===== src/rtl/elevator_scheduler.sv =====
// Single-car elevator scheduler: collective up/down control over car and hall calls,
// issuing one-cycle clear pulses to the button block as each request is served.
module elevator_scheduler #(
   parameter int FLOORS        = 8,
   parameter int TRAVEL_CYCLES = 16,
   parameter int DOOR_CYCLES   = 32
) (
   input  logic              clk,
   input  logic              reset,
   input  logic [FLOORS-1:0] active_in_levels,
   input  logic [FLOORS-1:0] active_out_up_levels,
   input  logic [FLOORS-1:0] active_out_down_levels,
   input  logic              door_hold,
   output logic [FLOORS-1:0] inactivate_in_levels,
   output logic [FLOORS-1:0] inactivate_out_up_levels,
   output logic [FLOORS-1:0] inactivate_out_down_levels,
   output logic [3:0]        buttons_blocked,
   output logic [3:0]        current_floor,
   output logic [1:0]        direction,
   output logic              door_open,
   output logic              moving,
   output logic [1:0]        state_dbg
);
   localparam int TW = $clog2(TRAVEL_CYCLES);
   localparam int DW = $clog2(DOOR_CYCLES);
   localparam logic [TW-1:0] T_LOAD = TW'(TRAVEL_CYCLES - 1);
   localparam logic [DW-1:0] D_LOAD = DW'(DOOR_CYCLES - 1);
   localparam logic [1:0] DIR_IDLE = 2'b00;
   localparam logic [1:0] DIR_UP   = 2'b01;
   localparam logic [1:0] DIR_DOWN = 2'b10;

   typedef enum logic [1:0] {S_IDLE = 2'd0, S_MOVE = 2'd1, S_DOOR = 2'd2} state_t;

   state_t            state, state_n;
   logic [3:0]        floor_n, next_floor;
   logic [1:0]        dir_n;
   logic              pref_up, pref_up_n;
   logic [TW-1:0]     tcnt, tcnt_n;
   logic [DW-1:0]     dcnt, dcnt_n;
   logic [FLOORS-1:0] clr_in_n, clr_up_n, clr_dn_n;
   logic [FLOORS-1:0] req, cf_mask, cf_hi, cf_lo, nf_mask, nf_hi, nf_lo;
   logic [FLOORS-1:0] new_in, new_up, new_dn;
   logic              above, below, going_up, ahead, behind, stop_here;

   assign req        = active_in_levels | active_out_up_levels | active_out_down_levels;
   assign next_floor = (direction == DIR_DOWN) ? current_floor - 4'd1 : current_floor + 4'd1;
   assign state_dbg  = state;

   // Floor masks relative to the current floor and to the floor being arrived at.
   always_comb begin
      cf_mask = '0;
      cf_hi   = '0;
      cf_lo   = '0;
      nf_mask = '0;
      nf_hi   = '0;
      nf_lo   = '0;
      for (int i = 0; i < FLOORS; i++) begin
         cf_mask[i] = (i == int'(current_floor));
         cf_hi[i]   = (i >  int'(current_floor));
         cf_lo[i]   = (i <  int'(current_floor));
         nf_mask[i] = (i == int'(next_floor));
         nf_hi[i]   = (i >  int'(next_floor));
         nf_lo[i]   = (i <  int'(next_floor));
      end
   end

   assign above = |(req & cf_hi);
   assign below = |(req & cf_lo);

   always_comb begin
      state_n   = state;
      floor_n   = current_floor;
      dir_n     = direction;
      pref_up_n = pref_up;
      tcnt_n    = tcnt;
      dcnt_n    = dcnt;
      clr_in_n  = '0;
      clr_up_n  = '0;
      clr_dn_n  = '0;
      new_in    = '0;
      new_up    = '0;
      new_dn    = '0;
      going_up  = (direction != DIR_DOWN);
      ahead     = going_up ? |(req & nf_hi) : |(req & nf_lo);
      behind    = going_up ? |(req & nf_lo) : |(req & nf_hi);
      stop_here = 1'b0;
      case (state)
         S_IDLE: begin
            dir_n = DIR_IDLE;
            if (|(req & cf_mask)) begin
               state_n  = S_DOOR;
               dcnt_n   = D_LOAD;
               clr_in_n = active_in_levels & cf_mask;
               clr_up_n = active_out_up_levels & cf_mask;
               clr_dn_n = active_out_down_levels & cf_mask;
            end else if (above && (pref_up || !below)) begin
               state_n   = S_MOVE;
               dir_n     = DIR_UP;
               pref_up_n = 1'b1;
               tcnt_n    = T_LOAD;
            end else if (below) begin
               state_n   = S_MOVE;
               dir_n     = DIR_DOWN;
               pref_up_n = 1'b0;
               tcnt_n    = T_LOAD;
            end
         end
         S_MOVE: begin
            if (tcnt != '0) begin
               tcnt_n = tcnt - TW'(1);
            end else begin
               tcnt_n    = T_LOAD;
               floor_n   = next_floor;
               // An empty run ahead also covers the end floors, so the car can never overshoot.
               stop_here = |(active_in_levels & nf_mask) | !ahead |
                           (going_up ? |(active_out_up_levels & nf_mask)
                                     : |(active_out_down_levels & nf_mask));
               if (stop_here) begin
                  state_n  = S_DOOR;
                  dcnt_n   = D_LOAD;
                  clr_in_n = active_in_levels & nf_mask;
                  if (going_up || !ahead)  clr_up_n = active_out_up_levels & nf_mask;
                  if (!going_up || !ahead) clr_dn_n = active_out_down_levels & nf_mask;
                  if (!ahead) begin
                     if (behind) begin
                        dir_n     = going_up ? DIR_DOWN : DIR_UP;
                        pref_up_n = !going_up;
                     end else begin
                        dir_n = DIR_IDLE;
                     end
                  end
               end
            end
         end
         S_DOOR: begin
            // Masking by the outputs ignores a request whose clear is already on the wire.
            new_in = active_in_levels & cf_mask & ~inactivate_in_levels;
            new_up = (direction != DIR_DOWN) ?
                     (active_out_up_levels & cf_mask & ~inactivate_out_up_levels) : '0;
            new_dn = (direction != DIR_UP) ?
                     (active_out_down_levels & cf_mask & ~inactivate_out_down_levels) : '0;
            if (|(new_in | new_up | new_dn)) begin
               clr_in_n = new_in;
               clr_up_n = new_up;
               clr_dn_n = new_dn;
               dcnt_n   = D_LOAD;
            end else if (door_hold) begin
               dcnt_n = D_LOAD;
            end else if (dcnt != '0) begin
               dcnt_n = dcnt - DW'(1);
            end else begin
               state_n = S_IDLE;
               dir_n   = DIR_IDLE;
            end
         end
         default: state_n = S_IDLE;
      endcase
   end

   always_ff @(posedge clk or negedge reset) begin
      if (!reset) begin
         state                      <= S_IDLE;
         current_floor              <= '0;
         direction                  <= DIR_IDLE;
         pref_up                    <= 1'b1;
         tcnt                       <= '0;
         dcnt                       <= '0;
         inactivate_in_levels       <= '0;
         inactivate_out_up_levels   <= '0;
         inactivate_out_down_levels <= '0;
         buttons_blocked            <= 4'hF;
         door_open                  <= 1'b0;
         moving                     <= 1'b0;
      end else begin
         state                      <= state_n;
         current_floor              <= floor_n;
         direction                  <= dir_n;
         pref_up                    <= pref_up_n;
         tcnt                       <= tcnt_n;
         dcnt                       <= dcnt_n;
         inactivate_in_levels       <= clr_in_n;
         inactivate_out_up_levels   <= clr_up_n;
         inactivate_out_down_levels <= clr_dn_n;
         buttons_blocked            <= (state_n == S_DOOR) ? floor_n : 4'hF;
         door_open                  <= (state_n == S_DOOR);
         moving                     <= (state_n == S_MOVE);
      end
   end
endmodule


===== config.mk =====
export PLATFORM = sky130hd
export DESIGN_NAME = elevator_scheduler
export DESIGN_NICKNAME = d
export VERILOG_FILES = /design/src/rtl/elevator_scheduler.sv
export SDC_FILE = /design/constraint.sdc
export NUM_CORES = 1
export LEC_CHECK = 0
export ABC_AREA = 1
export CORE_MARGIN = 2
export CORE_UTILIZATION = 53
export CTS_CLUSTER_SIZE = 25
export DETAILED_ROUTE_END_ITERATION = 7
export HOLD_SLACK_MARGIN = 0.1
export PLACE_DENSITY = 0.84
export SYNTH_ARGS = -nofsm -noshare
export SYNTH_HDL_FRONTEND = slang
export SYNTH_SLANG_ARGS = --single-unit

===== constraint.sdc =====
create_clock -name clk -period 2.9 [get_ports clk]
set_input_delay 0.435 -clock clk [delete_from_list [all_inputs] [get_ports clk]]
set_output_delay 0.435 -clock clk [all_outputs]
set_load 0.1 [all_outputs]

* Word-level counts from Yosys, hierarchy flattened
Cells that the tools add are included.
** Word-level totals
- Bits in registers :: 48
- Latch bits :: 0
- Bits in writable memories :: 0
- Memory bits (read-only) :: 0
- Input port bits :: 27
- Word-level logic and storage cells :: 195
- Memories kept :: 0
** Operators by class
- $add $sub $neg :: 4
- Multiply operators :: 0
- Div/mod/pow operators :: 0
- Order comparisons :: 30
- Equality and inequality tests :: 32
- Shifts and indexed selects :: 0
- Mux-type cells :: 67
- Bitwise operators :: 23
- Reduce and logical (&&, ||, !) cells :: 27
** Operators with widths (count)
- 8-bit 2-to-1 mux :: 16
- 8-bit bitwise AND :: 14
- 8-bit case mux with 3 select lines :: 3
- 8-bit OR reduction :: 9
- 2-bit 2-to-1 mux :: 19
- 4-bit == test, first input constant :: 8
- 3-bit by 4-bit greater-than comparator with 1-bit output, first input constant :: 8
- 3-bit by 4-bit < comparator with 1-bit output, first input constant :: 8
- 4-bit 2-to-1 mux :: 8
- 8-bit bitwise OR :: 4
- 5-bit 2-to-1 mux :: 6
- 8-bit inverter :: 3
- 2-bit != test, second input constant :: 10
- 3-bit by 4-bit == test with 1-bit output, first input constant :: 4
- 2-bit by 4-bit greater-than comparator with 1-bit output, first input constant :: 4
- 1-bit by 4-bit < comparator with 1-bit output, first input constant :: 4
- 2-bit by 4-bit < comparator with 1-bit output, first input constant :: 4
- 5-bit case mux with 3 select lines :: 1
- 7-bit AND reduction :: 2
- 2-bit case mux with 3 select lines :: 2
- 1-bit 2-to-1 mux :: 10
- 2-bit by 4-bit == test with 1-bit output, first input constant :: 2
- 1-bit by 4-bit greater-than comparator with 1-bit output, first input constant :: 2
- 4-bit logical NOT :: 2
- other kinds (21) :: 30

* Logic depth before layout (Yosys ltp)
Gate-level depths: netlist of the first run.
- Word-level depth :: 14
- Mapped depth :: 21
- Depth with buffers taken out :: 21

* Least setup slack after synthesis of the first run
OpenSTA, ideal clock, no wires.
- Path type :: reg2reg
- Start :: reg current_floor[0]
- End :: reg inactivate_in_levels[5]
- Setup time :: 0.119 ns
- Arrival time :: 3.101 ns
- Required time :: 2.781 ns
- Path slack :: -0.320 ns
- Stages on the path, launching flop included :: 17
- Buffers on the path :: 1
- Cells stage by stage :: dfrtp_1 -> inv_2 -> ha_1 -> inv_1 -> nand3_1 -> nand2_1 -> nand2_1 -> nor2_2 -> nor2_1 -> o21ai_1 -> nor2_1 -> nand3_1 -> nand3_4 -> o21bai_4 -> buf_6 -> nor2_1 -> o21a_1
** Between the ends
- Cells in the longest elaborated chain, start to end :: 12
- Elaborated cells between the ends (all ways) :: 67
- Classes of those cells :: add/sub (2); order compare (15); eq/ne (14); mux (10); bitwise (16); reduce/logical (10)
** RTL lines
- start: declaration :: line 18 : output logic [3:0] current_floor,
- start signal: assignment :: line 176 : current_floor <= floor_n;
- 4-bit by 1-bit adder with 4-bit output or 4-bit by 1-bit subtractor with 4-bit output (tied branches) :: line 46 : assign next_floor = (direction == DIR_DOWN) ? current_floor - 4'd1 : current_floor + 4'd1;
- 4-bit 2-to-1 mux :: line 46
- 1-bit by 4-bit < comparator with 1-bit output (tied with other cells) :: line 63 : nf_lo[i] = (i < int'(next_floor));
- 8-bit bitwise AND :: line 84 : ahead = going_up ? |(req & nf_hi) : |(req & nf_lo);
- 8-bit OR reduction :: line 84
- 1-bit 2-to-1 mux :: line 84
- 1-bit logical NOT
- 1-bit bitwise OR (2 in series) :: line 115 : stop_here = |(active_in_levels & nf_mask) | !ahead |
- 8-bit 2-to-1 mux :: line 118 : if (stop_here) begin
- 8-bit 2-to-1 mux :: line 109 : if (tcnt != '0) begin
- 8-bit case mux with 3 select lines * :: line 87 : case (state)
- via clr_in_n[5] :: line 40 : logic [FLOORS-1:0] clr_in_n, clr_up_n, clr_dn_n;
- end signal: assignment :: line 181 : inactivate_in_levels <= clr_in_n;
- end: declaration :: line 14 : output logic [FLOORS-1:0] inactivate_in_levels,
The timed path passes the listed nets; every way through them passes the cells marked *.
A chain may end at the register's enable or synchronous reset.

* Worst setup path in the final report of the first run
- Start :: reg current_floor[0]
- End :: reg inactivate_out_up_levels[5]
** Between the ends
- Cells in the longest elaborated chain, start to end :: 12
- Elaborated cells between the ends (all ways) :: 69
- Classes of those cells :: add/sub (2); order compare (15); eq/ne (14); mux (11); bitwise (16); reduce/logical (11)
** RTL lines
- 4-bit by 1-bit adder with 4-bit output or 4-bit by 1-bit subtractor with 4-bit output (tied branches) :: line 46
- 4-bit 2-to-1 mux :: line 46
- 1-bit by 4-bit < comparator with 1-bit output (tied with other cells) :: line 63
- 8-bit bitwise AND :: line 84
- 8-bit OR reduction :: line 84
- 1-bit 2-to-1 mux :: line 84
- 1-bit logical NOT
- 1-bit bitwise OR or 1-bit logical OR (tied branches) :: line 115, 122
- 1-bit bitwise OR or 8-bit 2-to-1 mux (tied branches) :: line 115, 122
- 8-bit 2-to-1 mux :: line 118
- 8-bit 2-to-1 mux :: line 109
- 8-bit case mux with 3 select lines * :: line 87
- via clr_up_n[5] :: line 40
- end signal: assignment :: line 182 : inactivate_out_up_levels <= clr_up_n;
- end: declaration :: line 15 : output logic [FLOORS-1:0] inactivate_out_up_levels,
Marks and branches as above.

==> results of run 1 <==
-- flip-flops by register name (all words and copies together) (netlist names) --
signal	count
tcnt	4
direction	2
current_floor	4
state_dbg	2
pref_up	1
door_open	1
inactivate_in_levels	8
moving	1
buttons_blocked	4
inactivate_out_up_levels	8
dcnt	5
inactivate_out_down_levels	8
-- metal layers --
metal	track usage	wire, µm
met5	0	0
met4	0.144	573
met3	0.0643	1430
met2	0.578	6800
met1	0.459	5700
-- final cells by class --
cell class                 instances  area share
multi-input combinational        458       0.454
sequential                        48       0.237
timing repair buffer             117       0.189
inverter                         103      0.0769
tap                               99      0.0242
clock buffer                       6      0.0162
clock inverter                     2     0.00269
-- kinds of logic after synthesis --
logic type,Yosys count,share of synthesized area
compound gates,85,0.122
flops,48,0.303
simple gates,359,0.411
buf+inv,120,0.123
xor+xnor,4,0.00880
fa+ha+maj,10,0.0314
-- critical path: stages (launching register included) --
cell      delay (ps)
dfrtp_2          470
ha_1             260
inv_1            100
nand2_1           80
nand2_1           90
nand2_1           90
nand2_4          130
buf_4            150
nand4_1          110
nand2_1           70
nand2_1           70
nor2_1           190
nand2_1          170
nand2_1          300
nand3b_1         160
o22ai_1          120
o21ai_0           90
inv_1             80
-- power groups by stage --
stage	Clock [W]	Combinational, W	Sequential, W
5_1_grt	0.000484	0.00222	0.000887
4_1_cts	0.000458	0.00200	0.000873
6_report	0.000455	0.00207	0.000874
3_3_place_gp	0	0.00197	0.000882
2_1_floorplan	0	0.000918	0.00137
3_5_place_dp	0	0.00199	0.000887
-- worst max path at each step --
stage	start	to	slack, ps
floorplan	current_floor[0]	inactivate_in_levels[5]	20
global placement	current_floor[0]	door_open	130
detailed placement	current_floor[0]	inactivate_out_up_levels[0]	50
CTS	current_floor[0]	inactivate_out_up_levels[0]	20
global route	current_floor[0]	inactivate_in_levels[0]	-80
finish	current_floor[0]	inactivate_out_up_levels[5]	110
-- cells in the final DEF, fill, tap and decap left out, drive strengths merged, types with 2 or more instances in the layout --
cell type	netlist	routed
nor4	2	2
nor3	26	26
xnor2	2	2
nor2	86	86
o221ai	4	4
inv	100	101
o22ai	9	9
clkbuf	8	6
buf	9	92
a21oi	6	6
a31oi	2	2
o211ai	2	2
nand3	34	34
clkinv	3	4
nand2	164	164
clkdlybuf4s50	0	25
o21ai	56	56
xor2	2	2
dfstp	5	5
dfrtp	43	43
nand3b	13	13
ha	10	10
nand4	34	34
-- stage by stage --
step                      setup slack [ps]  setup TNS, ps  hold slack (ps)
after floorplan                       23.3              0              139
after global placement                 134              0              475
after detailed placement              50.3              0              479
after CTS                             19.4              0              187
after global routing                 -76.2           -529              230
final                                  110              0              178
-- repair_timing --
item,4_1_cts,5_1_grt
setup buffers,0,7
resized for setup,0,18
setup endpoints to repair,0,38
==> impl_metrics.py, run 1 <==
metrics = {
    "synthesis": {
        "yosysTopAreaCellShare": 0.270,
        "syn_nets": 663,
        "syn_avg_cell_area_um2": 6.36,
        "ys_types": 41,
        "synthCells": 626,
        "synth_ff_type": "dfrtp_1",
        "synth_common_cells": "nand2_1 (158), inv_1 (92), nor2_1 (82)",
        "synthArstFlopShare": 1.00,
        "syn-cell-area_um2": 3980,
        "synth_edf_count": 0,
        "seq_area_frac_synth": 0.303,
        "synth_top_area_cell": "dfrtp_1",
        "ys_seq_elements": 48,
        "synth_area_leaders": "dfrtp_1 (27%), nand2_1 (15%), inv_1 (8.7%)",
        "yosysWarnings": 0,
        "synthMostInstantiatedCell": "nand2_1",
    },
    "route": {
        "via_per_inst": 5.77,
        "drcViolationCount": 0,
        "initialDrtViolationCount": 583,
        "wl_per_cell_um": 17.4,
        "vias": 4807,
        "routed_wl_um": 14500,
        "dr.pass1.iters": 7,
        "ant_nets": 0,
    },
    "timing": {
        "maxSlewViolCount": 0,
        "fin_crit_sh": 0.962,
        "skew_ps": 5.96,
        "relSlewSlack": 0.493,
        "min_period_ps": 2790,
        "worst-slew-pin-transition_ps": 760,
        "hold_violations": 0,
        "fmax_ghz": 0.358,
        "setup_viol": 0,
    },
    "die": {
        "coreArea_um2": 7250,
        "io_pins": 65,
        "die_area_um2": 8220,
        "start_util": 0.549,
        "num_rows": 31,
        "die_y_um": 90.7,
        "fp.dieW_um": 90.7,
    },
    "clocking": {
        "cts.sinks": 48,
        "path_clk_slew_ps": 100,
        "clkLatencyLatePin_ps": 310,
        "cts-buffers-inserted": 5,
        "clockBufferDepth": 2,
        "cts_tree": "built",
        "htreeDepth": 2,
        "root_buffer": "clkbuf_8",
        "cts_hold_buf": 0,
    },
    "layout": {
        "final_area_um2": 5110,
        "utilization": 0.705,
        "antenna_cells": 0,
        "areaGrowthSynthToFinish_pct": 28.4,
        "nets": 770,
        "instances_no_fill": 833,
        "multi_input_area_um2": 2320,
        "num-fill-cells": 629,
        "register_area_um2": 1210,
        "drive_gt1_frac": 0.193,
    },
    "power_and_ir_drop": {
        "clkPwrFrac": 0.134,
        "p_leak_nw": 2.82,
        "combPwrFrac": 0.610,
        "swShare": 0.542,
        "power_w": 0.00340,
        "switchingPower_w": 0.00184,
        "vdd_drop_max_uv": 832,
        "seq_power_share": 0.257,
        "p_per_area_nw_per_um2": 666,
        "p_int_w": 0.00156,
    },
    "place": {
        "gp_congestion": 1.08,
        "portBuffers": 64,
        "placed_area_um2": 4900,
        "dp_cells": 818,
        "dp_hpwl_um": 11200,
    },
    "global_routing": {
        "grt_start_max_net_pins": 32,
        "grt-ovfl-total": 0,
        "grt_pass1_vias": 4444,
        "grt_pass1_wl_um": 22700,
        "antenna_found_initial": 0,
        "grt_use_total": 0.352,
    },
    "job": {
        "cap_violations": 0,
    },
    "setup_path": {
        "cp.arrival_ps": 3050,
        "crit_required_ps": 3160,
        "critPathLaunchType": "flop",
        "rr_worst_depth": 17,
        "crit_path_max_fanout": 7,
        "critPathKind": "reg2reg",
        "end_kind": "flop",
        "rr_startpoint": "current_floor[0]",
        "ff2ff_setup_slack_ps": 110,
        "reg2reg_to": "inactivate_out_up_levels[5]",
    },
    "min_path": {
        "hold_class": "in2async",
    },
    "status": {
        "outcome": "completed",
    },
}
No activity file was read; power rests on OpenSTA's default activity.
==> run 2: changes to the inputs <==
--- a/config.mk
+++ b/config.mk
@@ -6,6 +6,7 @@
 export NUM_CORES = 1
 export LEC_CHECK = 0
 export ABC_AREA = 1
+export CORE_ASPECT_RATIO = 1.4
 export CORE_MARGIN = 2
 export CORE_UTILIZATION = 53
 export CTS_CLUSTER_SIZE = 25
==> impl_metrics.py, run 2 (synthesis gave the netlist of run 1 again) <==
metrics = {
    "status": {
        "outcome": "completed",
    },
    "setup_path": {
        "crit_path_max_fanout": 8,
        "reg2reg_to": "inactivate_in_levels[6]",
        "crit_chain": "inv_1 > ha_1 > inv_1 > nand3_1 > nand2_2 > nand2_2 > buf_4 > inv_1 > nand4_1 > nand2_1 > inv_1 > nand2_1 > nor2_4 > nand3_4 > o21bai_4 > buf_4 > o21ai_0 > o21ai_0 > inv_1",
        "cp.arrival_ps": 2960,
        "end_kind": "flop",
        "worstPathBufferInverterCount": 7,
        "critPathLaunchType": "flop",
        "crit_required_ps": 3100,
        "ff2ff_setup_slack_ps": 150,
        "rr_startpoint": "current_floor[1]",
        "crit_top_cell": "inv_1",
        "max_stage_delay_ps": 430,
        "crit_slowest_cell": "dfrtp_2",
        "critPathKind": "reg2reg",
        "critPathTopFamily": "simple AND/OR/NAND/NOR gates",
        "crit_start": "current_floor[1]",
        "rr_worst_depth": 19,
    },
    "die": {
        "start_util": 0.544,
        "fp.dieW_um": 77.2,
        "die_area_um2": 8230,
        "die_y_um": 107,
        "coreArea_um2": 7310,
        "num_rows": 37,
        "io_pins": 65,
    },
    "clocking": {
        "cts-buffers-inserted": 5,
        "htreeDepth": 2,
        "cts_tree": "built",
        "clkLatencyLatePin_ps": 310,
        "clockBufferDepth": 2,
        "root_buffer": "clkbuf_8",
        "cts_hold_buf": 0,
        "path_clk_slew_ps": 100,
        "cts.sinks": 48,
    },
    "timing": {
        "skew_ps": 9.54,
        "hold_violations": 0,
        "tns_ps": 0,
        "relSlewSlack": 0.264,
        "fin_crit_sh": 0.949,
        "worst-slew-pin-transition_ps": 1100,
        "min_period_ps": 2750,
        "fmax_ghz": 0.363,
        "setup_ws_ps": 149,
        "setup_viol": 0,
        "maxSlewViolCount": 0,
    },
    "layout": {
        "num-fill-cells": 687,
        "largestRegisters": "inactivate_in_levels (8), inactivate_out_down_levels (8), inactivate_out_up_levels (8)",
        "antenna_cells": 0,
        "nets": 765,
        "utilization": 0.692,
        "instances_no_fill": 826,
        "areaGrowthSynthToFinish_pct": 27.2,
        "layout_commonest_cell": "nand2_1",
        "drive_gt1_frac": 0.189,
        "final_cell_mix": "nand2_1 (153), inv_1 (92), buf_4 (84)",
        "multi_input_area_um2": 2340,
        "register_area_um2": 1210,
    },
    "route": {
        "wl_per_cell_um": 17.8,
        "vias": 4766,
        "dr.pass1.iters": 6,
        "routed_wl_um": 14700,
        "initialDrtViolationCount": 458,
        "ant_nets": 0,
        "drcViolationCount": 0,
        "via_per_inst": 5.77,
    },
    "place": {
        "dp_hpwl_um": 11300,
        "portBuffers": 64,
        "dp_slack_ps": 117,
        "gp_congestion": 1.00,
        "dp_cells": 814,
    },
    "global_routing": {
        "grt_use_total": 0.359,
        "grt_pass1_wl_um": 23000,
        "grt-ovfl-total": 0,
        "antenna_found_initial": 0,
        "grt_start_max_net_pins": 49,
        "grt_pass1_vias": 4609,
    },
    "power_and_ir_drop": {
        "p_leak_nw": 2.78,
        "p_per_area_nw_per_um2": 670,
        "power_w": 0.00339,
        "vdd_drop_max_uv": 845,
    },
    "job": {
        "cap_violations": 0,
    },
    "min_path": {
        "hold_class": "in2async",
    },
}
[run 2: where the power goes]
part           switching (W)  leakage (nW)  total (W)  internal, W
clock network       0.000237        0.0484   0.000433     0.000196
registers          0.0000690         0.596   0.000875     0.000806
logic                0.00153          2.14    0.00208     0.000549
[run 2: layout make-up]
cell class                 count  area share
sequential                    48       0.239
multi-input combinational    459       0.463
clock buffer                   7      0.0170
tap                           97      0.0240
clock inverter                 1     0.00173
inverter                     103      0.0766
timing repair buffer         111       0.179
[run 2: worst max-delay path by stage]
| stage | endpoint | slack [ps] | cells after the start |
|---|---|---|---|
| after detailed placement | door_open | 120 | 18 |
| after CTS | dcnt[3] | 90 | 19 |
| after global placement | door_open | 140 | 16 |
| after floorplan | inactivate_in_levels[5] | 20 | 16 |
| after global routing | door_open | -9 | 19 |
| final | inactivate_in_levels[6] | 150 | 19 |
[run 2: layer usage]
layer  GRT usage  vias to the layer above  part of all wire
met1       0.437                     2215              0.39
met4       0.190                        0             0.051
li1            -                     2236                 -
met2       0.608                      253              0.49
met3      0.0526                       62             0.073
met5           0                        -                 0
[run 2: timing repair]
action	in CTS	in global routing
gates resized for setup	0	15
buffers inserted	0	3
setup endpoints to repair	0	34
[run 2: worst reg2reg max path: stages (launching register included)]
cell      delay, ps
dfrtp_2         430
inv_1            80
ha_1            310
inv_1            40
nand3_1          70
nand2_2         110
nand2_2         100
buf_4           120
inv_1            60
nand4_1         120
nand2_1          60
inv_1            70
nand2_1          80
nor2_4          120
nand3_4         130
o21bai_4        280
buf_4           170
o21ai_0          70
o21ai_0         160
inv_1            50
[run 2: per-stage QoR]
stage | instance area [µm²] | hold slack [ps]
2_1_floorplan | 3980 | 139
3_3_place_gp | 4880 | 476
3_5_place_dp | 4880 | 482
4_1_cts | 4980 | 345
5_1_grt | 5060 | 421
6_report | 5060 | 319
